==> src/rtl/irq_controller.sv <==
// Edge-triggered interrupt controller with a four-phase REQ/ACK handshake to the processor.
// Optional feature: define IRQ_ROUND_ROBIN_EN for rotating priority (fixed lowest-index priority otherwise).
module irq_controller #(
  parameter int          N     = 64,
  parameter int          NCH   = 4,
  parameter logic [63:0] VBASE = 64'h0
) (
  input  logic                   CLOCK_50,
  input  logic                   reset,
  input  logic [NCH-1:0]         irq_in,
  input  logic                   en_we,
  input  logic [NCH-1:0]         en_wdata,
  input  logic                   ExtIAck,
  output logic                   ExtIRQ,
  output logic [$clog2(NCH)-1:0] irq_id,
  output logic [N-1:0]           irq_cause,
  output logic [NCH-1:0]         pending,
  output logic [1:0]             state_dbg
);
  localparam int IDW = $clog2(NCH);
  localparam logic [N-1:0] VBASE_N = N'(VBASE);

  // Handshake: ExtIRQ rises in REQ and holds irq_id/irq_cause stable until ExtIAck=1;
  // the controller then drops ExtIRQ and waits for ExtIAck=0 before it may request again.
  typedef enum logic [1:0] {IDLE, REQ, ACK, RELEASE} state_t;

  state_t         state, state_nx;
  logic [NCH-1:0] irq_prev;
  logic [NCH-1:0] enable;
  logic [NCH-1:0] rise;
  logic [NCH-1:0] eligible;
  logic [NCH-1:0] clr_mask;
  logic [IDW-1:0] sel_id;
  logic           found;

  assign rise     = irq_in & ~irq_prev;
  assign eligible = pending & enable;
  assign clr_mask = (state == ACK) ? (NCH'(1) << irq_id) : '0;

`ifdef IRQ_ROUND_ROBIN_EN
  logic [IDW-1:0] last_id;
  logic [IDW:0]   cand;

  // Search starts one past the last served channel and wraps modulo NCH.
  always_comb begin
    sel_id = '0;
    found  = 1'b0;
    cand   = '0;
    for (int k = 0; k < NCH; k++) begin
      cand = {1'b0, last_id} + (IDW+1)'(k + 1);
      if (cand >= (IDW+1)'(NCH)) cand = cand - (IDW+1)'(NCH);
      if (!found && eligible[cand[IDW-1:0]]) begin
        found  = 1'b1;
        sel_id = cand[IDW-1:0];
      end
    end
  end

  always_ff @(posedge CLOCK_50) begin
    if (reset)                                      last_id <= IDW'(NCH - 1);
    else if (state == IDLE && eligible != '0)       last_id <= sel_id;
  end
`else
  always_comb begin
    sel_id = '0;
    found  = 1'b0;
    for (int i = 0; i < NCH; i++) begin
      if (!found && eligible[i]) begin
        found  = 1'b1;
        sel_id = IDW'(i);
      end
    end
  end
`endif

  always_ff @(posedge CLOCK_50) begin
    if (reset) state <= IDLE;
    else       state <= state_nx;
  end

  always_comb begin
    state_nx = state;
    case (state)
      IDLE:    if (found)    state_nx = REQ;
      REQ:     if (ExtIAck)  state_nx = ACK;
      ACK:                   state_nx = RELEASE;
      RELEASE: if (!ExtIAck) state_nx = IDLE;
      default:               state_nx = IDLE;
    endcase
  end

  // A fresh rise on the channel being cleared overrides the clear.
  always_ff @(posedge CLOCK_50) begin
    if (reset) begin
      irq_prev <= '0;
      pending  <= '0;
      enable   <= '1;
      irq_id   <= '0;
    end else begin
      irq_prev <= irq_in;
      pending  <= (pending & ~clr_mask) | rise;
      if (en_we) enable <= en_wdata;
      if (state == IDLE && found) irq_id <= sel_id;
    end
  end

  assign ExtIRQ    = (state == REQ);
  assign irq_cause = VBASE_N + N'(irq_id);
  assign state_dbg = state;
endmodule

==> config.mk <==
export PLATFORM = sky130hd
export DESIGN_NAME = irq_controller
export DESIGN_NICKNAME = d
export VERILOG_FILES = /design/src/rtl/irq_controller.sv
export SDC_FILE = /design/constraint.sdc
export NUM_CORES = 1
export LEC_CHECK = 0
export ABC_AREA = 1
export CAP_MARGIN = 5
export CORE_ASPECT_RATIO = 0.75
export CORE_MARGIN = 2
export CORE_UTILIZATION = 60
export CTS_BUF_LIST = sky130_fd_sc_hd__clkbuf_8
export CTS_CLUSTER_SIZE = 20
export DETAILED_ROUTE_END_ITERATION = 7
export DONT_BUFFER_PORTS = 1
export HOLD_SLACK_MARGIN = 0.03
export PLACE_DENSITY = 0.85
export REMOVE_ABC_BUFFERS = 1
export SETUP_SLACK_MARGIN = 0.2
export SYNTH_ARGS = -nofsm -noshare
export SYNTH_HDL_FRONTEND = slang
export SYNTH_SLANG_ARGS = --single-unit
==> constraint.sdc <==
create_clock -name CLOCK_50 -period 1.65 [get_ports CLOCK_50]
set_clock_uncertainty 0.1 [all_clocks]
set_input_delay 0.33 -clock CLOCK_50 [delete_from_list [all_inputs] [get_ports CLOCK_50]]
set_output_delay 0.33 -clock CLOCK_50 [all_outputs]
set_load 0.05 [all_outputs]
==> qor.yml, run 1 <==
via_count: 782
slew_viol_final: 0
drt_iter0_markers: 17
antennaDiodeCount: 0
irDropWorstVdd_v: 0.000813
area_growth_pct: -6.39
initial_core_util: 0.619
die_x_um: 56.0
grt_max_degree: 11
synth-compound-area-share: 0.0463
wl_per_cell_um: 8.47
crit_arrival_ps: 990
post-route-drc-count: 0
powerDensity_nw_per_um2: 1570
pre_cts_slack_ps: 281
min_path_type: "input port to flop"
portBuffers: 0
synthMuxAreaShare: 0
antenna_found_initial: 0
avgSynthCellArea_um2: 7.45
ys_seq_area_frac: 0.264
num_rows: 14
dp_cells: 192
setup_slack_ps: 227
io_pins: 85
cts_setup_buffers: 0
min_period_ps: 1420
cts_root_buffer: "clkbuf_8"
wl_um: 1660
gp_congestion: 0.743
setup_viol: 0
fin_crit_sh: 0.862
multi_input_area_um2: 596
register_area_um2: 325
die_height_um: 43.0
outcome: "finished, final reports clean"
hpwlAfterDp_um: 1410
finalNonFillerCells: 196
grt_setup_unrepaired: "no"
grt_pass1_vias: 611
synth-simple-area-share: 0.191
hold_viol_final: 0
die-area_um2: 2400
cts_sinks: 16
clk_pin_slew_worst_paths_ps: 60
ys_warn_count: 0
worst_setup_path_end_kind: "output pin"
drive_above_1_share: 0.145
mostFrequentLayoutCell: "conb_1"
clk_latency_ps: 250
final_cell_mix: "conb_1 (62), nand2_1 (20), nor2_1 (17)"
overflow: 0
syn_inst: 163
drv_cap: 0
nNetsFinal: 190
cts_tree: "done"
leakagePower_nw: 0.644
crit_type: "flop to output pin"
synth.distinct_cells: 15
cts_buffer_depth: 2
core_um2: 1960
cts_hold_buf: 0
crit_required_ps: 1220
critPathMaxFanout: 5
max_freq_mhz: 703
synth_xor_area_frac: 0
htreeDepth: 1
synth_top_family_by_area: "buffers and inverters"
cp-start-kind: "flop"
grt_first_pass_wirelength_um: 2600
track_usage: 0.142
num-fill-cells: 207
viasPerCell: 3.99
dr.pass1.iters: 4
cts_buffers: 3
antenna_left: 0
synthAdderAreaFrac: 0.0515
syn_area_um2: 1210
ys_seq_elements: 16
==> worst paths after layout <==
check | startpoint | end | slack [ps] | depth (start not counted)
worst max-delay path | state_dbg[1] | ExtIRQ | 230 | 3
worst min-delay path | reset | pending[3] | 40 | 1
worst max register to register | state_dbg[0] | state_dbg[0] | 370 | 6
worst min register to register | enable[2] | enable[2] | 380 | 2
==> per-layer routing <==
layer  global-route usage  wire (um)  vias up
met1                0.151        636      358
met5                    0          0        -
li1                     -          -      389
met2                0.252        851       33
met3               0.0671        160        2
met4               0.0429         11        0
==> layout make-up <==
| class | instances | share of cell area |
|---|---|---|
| multi-input cells | 130 | 0.524 |
| well taps | 24 | 0.0264 |
| flip-flops and latches | 16 | 0.286 |
| clock buffers | 4 | 0.0484 |
| repair buffers | 9 | 0.0704 |
| inverters | 13 | 0.0451 |
==> flip-flops by register name (all words and copies together), names as in the netlist <==
name / flops
enable: 4
irq_prev: 4
pending: 4
irq_id: 2
state_dbg: 2
==> critical path, cell delays in order, from the launching register on <==
cell	delay [ps]
dfxtp_4	380
inv_4	50
ha_4	170
buf_12	140
==> report_power, final <==
part,switching (W),internal (W),total [W]
clock,0.000135,0.000212,0.000347
sequential,0.0000571,0.000447,0.000504
combinational,0.000735,0.000205,0.000940
==> repair_timing <==
item,4_1_cts,5_1_grt
endpoints found under the setup margin,1,1
resized for setup,5,2
endpoints found under the hold margin,0,0
==> cells in the mapped netlist <==
cell type	instances	area share
buf_4	64	0.40
nand2_1	20	0.062
nor2_1	17	0.053
dfxtp_1	16	0.26
inv_1	12	0.037
nand3_1	11	0.045
a21oi_1	7	0.029
ha_1	5	0.051
nand2_2	5	0.026
buf_6	1	0.0093
conb_1	1	0.0031
inv_2	1	0.0031
nor2_2	1	0.0052
o21ai_1	1	0.0041
o21ai_4	1	0.013
==> through the flow <==
| step | power, W | utilization | setup TNS [ps] | hold WS [ps] | area, um^2 |
|---|---|---|---|---|---|
| 6_report | 0.00179 | 0.580 | 0 | 39.5 | 1140 |
| 5_1_grt | 0.00189 | 0.580 | 0 | 30.9 | 1140 |
| 4_1_cts | 0.00179 | 0.577 | 0 | 37.3 | 1130 |
| 3_5_place_dp | 0.00142 | 0.541 | 0 | 306 | 1060 |
| 3_3_place_gp | 0.00140 | 0.541 | 0 | 303 | 1060 |
| 2_1_floorplan | 0.00126 | - | -510 | 302 | 952 |
==> kinds of logic after synthesis <==
kind of cell,count (synthesis)
AO/OA/AOI/OAI,9
adder cells (fa/ha/maj),5
AND/OR/NAND/NOR,54
flip-flops,16
buffers and inverters,78
other,1
No activity file was read; power rests on OpenSTA's default activity.
==> run 2, diff against run 1 <==
- CORE_MARGIN: 2 -> unset
==> run 2 against run 1 <==
- design area is 0.44% higher
- largest power group unchanged
- critical endpoint unchanged
- sequential power increased by 0.8%
- critical path depth stayed put
- clock power shrank 2%
- routed wire length grew 11%
- cell count shrank 0.51%
- total power grew 0.90%
- setup slack better by 2.9 ps
==> qor.yml, run 2 (synthesis results as in run 1) <==
tns_ps: 0  # unchanged
clk_latency_ps: 250  # about the same
powerDensity_nw_per_um2: 1580  # was 1570 nW/um^2
pre_cts_slack_ps: 262  # was 281 ps
irDropWorstVdd_v: 0.00130  # was 0.000813 V
drt_iter0_markers: 9  # was 17
grt_first_pass_wirelength_um: 2620  # was 2600 um
antenna_left: 0  # unchanged
leakagePower_nw: 0.649  # was 0.644 nW
path_depth: 3  # unchanged
htreeDepth: 1  # unchanged
crit_start: "state_dbg[1]"  # unchanged
drive_above_1_share: 0.150  # was 0.145
cp_cell_sequence: "inv_4, ha_4, buf_12"  # unchanged
io_pins: 85  # unchanged
max_stage_delay_ps: 380  # about the same
critPathMaxFanout: 5  # unchanged
grt_pass1_vias: 664  # was 611
cts_sinks: 16  # unchanged
post-route-drc-count: 0  # unchanged
worstReg2RegStart: "state_dbg[0]"  # unchanged
initial_core_util: 0.667  # was 0.619
cts_hold_buf: 0  # unchanged
setup_slack_ps: 230  # was 227 ps
clk_pin_slew_worst_paths_ps: 60  # about the same
worst_setup_path_end_kind: "output pin"  # unchanged
cp-endpoint: "ExtIRQ"  # unchanged
final_cell_mix: "conb_1 (62), nand2_1 (20), nor2_1 (17)"  # unchanged
rr_worst_depth: 6  # unchanged
max_freq_mhz: 704  # was 703 MHz
hpwlAfterDp_um: 1550  # was 1410 um
gp_congestion: 0.762  # was 0.743
outcome: "finished, final reports clean"  # unchanged
r2r_end: "state_dbg[0]"  # unchanged
via_count: 826  # was 782
utilization: 0.627  # was 0.580
slew_viol_final: 0  # unchanged
min_period_ps: 1420  # about the same
num_rows: 13  # was 14
cts_buffer_depth: 2  # unchanged
drv_cap: 0  # unchanged
crit_required_ps: 1220  # about the same
largest_registers: "enable: 4 flops, irq_prev: 4 flops, pending: 4 flops"  # unchanged
crit_arrival_ps: 990  # about the same
wl_um: 1840  # was 1660 um
cts_tree: "done"  # unchanged
fin_crit_sh: 0.861  # was 0.862
placed_cell_area_um2: 1060  # about the same
die-area_um2: 2210  # was 2400 um^2
reg2reg_slack_ps: 370  # about the same
wl_per_cell_um: 9.45  # was 8.47 um
dr.pass1.iters: 4  # unchanged
crit_type: "flop to output pin"  # unchanged
cp-start-kind: "flop"  # unchanged
crit_buf_inv: 2  # unchanged
setup_viol: 0  # unchanged
postLayoutCellArea_um2: 1140  # about the same
mostFrequentLayoutCell: "conb_1"  # unchanged
antennaDiodeCount: 0  # unchanged
hold_viol_final: 0  # unchanged
slowest_stage: "dfxtp_4"  # unchanged
cts_root_buffer: "clkbuf_8"  # unchanged
die_height_um: 41.0  # was 43.0 um
portBuffers: 0  # unchanged
num-fill-cells: 166  # was 207
antenna_found_initial: 0  # unchanged
viasPerCell: 4.24  # was 3.99
cts_buffers: 3  # unchanged
overflow: 0  # unchanged
die_x_um: 54.0  # was 56.0 um
min_path_type: "input port to flop"  # unchanged
critical_path.top_delay_family: "flip-flops"  # unchanged
grt_setup_unrepaired: "no"  # unchanged
grt_max_degree: 11  # unchanged
core_um2: 1820  # was 1960 um^2
nNetsFinal: 191  # was 190
track_usage: 0.177  # was 0.142
area_growth_pct: -5.97  # was -6.39%
-- run 2: cell types whose count changed in the layout (fill, tap and decap cells not counted) --
cell	change
buf_4	+1
-- run 2: area by class of cell --
type | instances | area, um^2 | share of cell area
tap | 22 | 27.5 | 0.0241
sequential | 16 | 325 | 0.285
timing repair buffer | 10 | 87.6 | 0.0767
inverter | 13 | 51.3 | 0.0449
clock buffer | 4 | 55.1 | 0.0482
multi-input combinational | 130 | 596 | 0.521
-- run 2: what timing repair did --
action | 4_1_cts | 5_1_grt
resized for setup | 6 | 1
setup buffers | 0 | 1
setup endpoints to repair | 1 | 1
endpoints found under the hold margin | 0 | 0
pin swaps | 0 | 0
-- run 2: routing by layer --
metal,global-route usage,share of wire
met1,0.175,0.37
met2,0.343,0.52
met3,0.0556,0.091
met4,0.0921,0.015
met5,0,0
-- run 2: worst min path at each step --
stage	start	endpoint	slack [ps]	cells after the start
global route	reset	pending[0]	30	1
floorplan	reset	irq_id[0]	300	1
detailed placement	reset	irq_prev[0]	310	1
finish	reset	irq_prev[1]	40	1
global placement	reset	pending[3]	300	1
CTS	reset	irq_prev[1]	40	1
-- run 2: per-stage QoR --
stage | std cells | power (W) | hold WS [ps]
floorplan | 159 | 0.00126 | 302
global placement | 190 | 0.00139 | 304
detailed placement | 190 | 0.00142 | 305
CTS | 194 | 0.00179 | 37.6
global route | 195 | 0.00190 | 33.0
finish | 195 | 0.00181 | 42.6
-- run 2: report_power, final --
group | total, W | switching (W) | internal (W)
sequential | 0.000508 | 0.0000610 | 0.000447
clock | 0.000341 | 0.000130 | 0.000212
combinational | 0.000958 | 0.000743 | 0.000214
total | 0.00181 | 0.000934 | 0.000873
==> run 3, diff against run 2 <==
- GPL_TIMING_DRIVEN: unset -> 0
==> run 3 against run 2 <==
- setup slack got worse by 24 ps
- cell count decreased by 5.1%
- via count decreased by 8.1%
- flip-flop and latch count unchanged
- critical path depth decreased by 1
- non-clock buffer count decreased by 10
- routed wire length decreased by 10%
- sequential power increased by 41%
- die area unchanged
- register-to-register slack got worse by 70 ps
==> qor.yml, run 3 (synthesis results as in run 1) <==
outcome: "finished, final reports clean"  # unchanged
min_period_ps: 1440  # was 1420 ps
cts_sinks: 16  # unchanged
clk_pin_slew_worst_paths_ps: 60  # about the same
initial_core_util: 0.667  # unchanged
track_usage: 0.155  # was 0.177
nNetsFinal: 181  # was 191
wl_met2_um: 830  # was 959 um
max_freq_mhz: 693  # was 704 MHz
antenna_left: 0  # unchanged
cts_buffers: 3  # unchanged
worst_setup_path_end_kind: "output pin"  # unchanged
whs_ps: 43.8  # was 42.6 ps
setup_viol: 0  # unchanged
leakagePower_nw: 0.596  # was 0.649 nW
antennaDiodeCount: 0  # unchanged
final_cell_mix: "conb_1 (62), nand2_1 (20), nor2_1 (17)"  # unchanged
grt_pass1_vias: 574  # was 664
die-area_um2: 2210  # unchanged
hpwlAfterDp_um: 1340  # was 1550 um
crit_type: "flop to output pin"  # unchanged
grt_max_degree: 11  # unchanged
post-route-drc-count: 0  # unchanged
slew_headroom: 0.622
drv_cap: 0  # unchanged
internal_power_w: 0.000797  # was 0.000873 W
p_sw_w: 0.000898  # was 0.000934 W
via_count: 759  # was 826
powerDensity_nw_per_um2: 1590  # was 1580 nW/um^2
htreeDepth: 1  # unchanged
gp_congestion: 0.810  # was 0.762
largest_registers: "enable: 4 flops, irq_prev: 4 flops, pending: 4 flops"  # unchanged
power.total_w: 0.00170  # was 0.00181 W
grt_setup_unrepaired: "yes"  # was no
combPwrFrac: 0.378  # was 0.530
die_x_um: 54.0  # unchanged
fin_crit_sh: 0.875  # was 0.861
critPathMaxFanout: 5  # unchanged
drt_iter0_markers: 11  # was 9
tns_ps: 0  # unchanged
cp_cell_sequence: "inv_4, ha_4"  # was inv_4, ha_4, buf_12
highest_layer: "met3"  # was met4
core_um2: 1820  # unchanged
num-fill-cells: 164  # was 166
overflow: 0  # unchanged
worstMarginPinSlew_ps: 567
slew_viol_final: 0  # unchanged
wl_per_cell_um: 8.91  # was 9.45 um
crit_required_ps: 1220  # about the same
clk_latency_ps: 250  # about the same
hold_viol_final: 0  # unchanged
slowest_stage: "dfxtp_4"  # unchanged
wl_um: 1650  # was 1840 um
die_height_um: 41.0  # unchanged
wl_met1_um: 654  # was 686 um
cts_tree: "done"  # unchanged
rr_worst_depth: 6  # unchanged
num_rows: 13  # unchanged
viasPerCell: 4.10  # was 4.24
cts_root_buffer: "clkbuf_8"  # unchanged
finalNonFillerCells: 185  # was 195
power_frac_clock: 0.199  # was 0.189
whs_path_depth: 1  # unchanged
grt_first_pass_wirelength_um: 2380  # was 2620 um
switching_share: 0.530  # was 0.517
mostFrequentLayoutCell: "conb_1"  # unchanged
antenna_found_initial: 0  # unchanged
io_pins: 85  # unchanged
cts_buffer_depth: 2  # unchanged
setup_slack_ps: 207  # was 230 ps
pre_cts_slack_ps: -336  # was 262 ps
dr_wl_met3_um: 164  # was 168 um
portBuffers: 0  # unchanged
cts_hold_buf: 0  # unchanged
crit_arrival_ps: 1010  # was 990 ps
area_growth_pct: -12.4  # was -5.97%
max_stage_delay_ps: 470  # was 380 ps
dr.pass1.iters: 5  # was 4
cp-start-kind: "flop"  # unchanged
drive_above_1_share: 0.135  # was 0.150
dp_cells: 181  # was 190
irDropWorstVdd_v: 0.000989  # was 0.00130 V
min_path_type: "input port to flop"  # unchanged
seqPwrFrac: 0.424  # was 0.281
run 3: cell count changes in the layout (fill, tap and decap cells not counted):
cell     change
dfxtp_4      +1
buf_12       -1
buf_4        -9
dfxtp_1      -6
dfxtp_2      +5
run 3: path summary, 6_finish.rpt:
kind / from / end / slack (ps)
max: state_dbg[1] / ExtIRQ / 210
min: reset / pending[1] / 40
max reg2reg: state_dbg[0] / state_dbg[0] / 300
min reg2reg: enable[2] / enable[2] / 380
run 3: layer usage:
layer	up-vias	global-route usage
met5	-	0
met3	0	0.0667
met2	50	0.290
li1	372	-
met1	337	0.167
met4	0	0.0263
run 3: repair_timing:
| action | in CTS | in global routing |
|---|---|---|
| pin swaps | 0 | 0 |
| hold endpoints to repair | 0 | 0 |
| resized for setup | 9 | 5 |
| buffers inserted | 0 | 0 |
| endpoints found under the setup margin | 13 | 4 |
run 3: area by class of cell:
| class | instances | area (um^2) | area share |
|---|---|---|---|
| Sequential cell | 16 | 335 | 0.315 |
| Multi-Input combinational cell | 130 | 596 | 0.559 |
| Inverter | 13 | 51.3 | 0.0482 |
| Clock buffer | 4 | 55.1 | 0.0517 |
| Tap cell | 22 | 27.5 | 0.0259 |
run 3: per-stage QoR:
step	cell area, um^2	util
2_1_floorplan	952	-
3_3_place_gp	980	0.538
3_5_place_dp	980	0.538
4_1_cts	1060	0.581
5_1_grt	1060	0.584
6_report	1060	0.584
run 3: critical path: cells and delay by family (launching register included):
kind / cells / cell delay (ps)
DFF: 1 / 470
adders and majority gates: 1 / 230
buffers and inverters: 1 / 70
run 3: power groups by stage:
stage,sequential (W),combinational [W],clock (W)
finish,0.000718,0.000640,0.000337
global route,0.000728,0.000701,0.000358
CTS,0.000712,0.000635,0.000343
detailed placement,0.000701,0.000614,0
global placement,0.000697,0.000600,0
floorplan,0.000683,0.000575,0
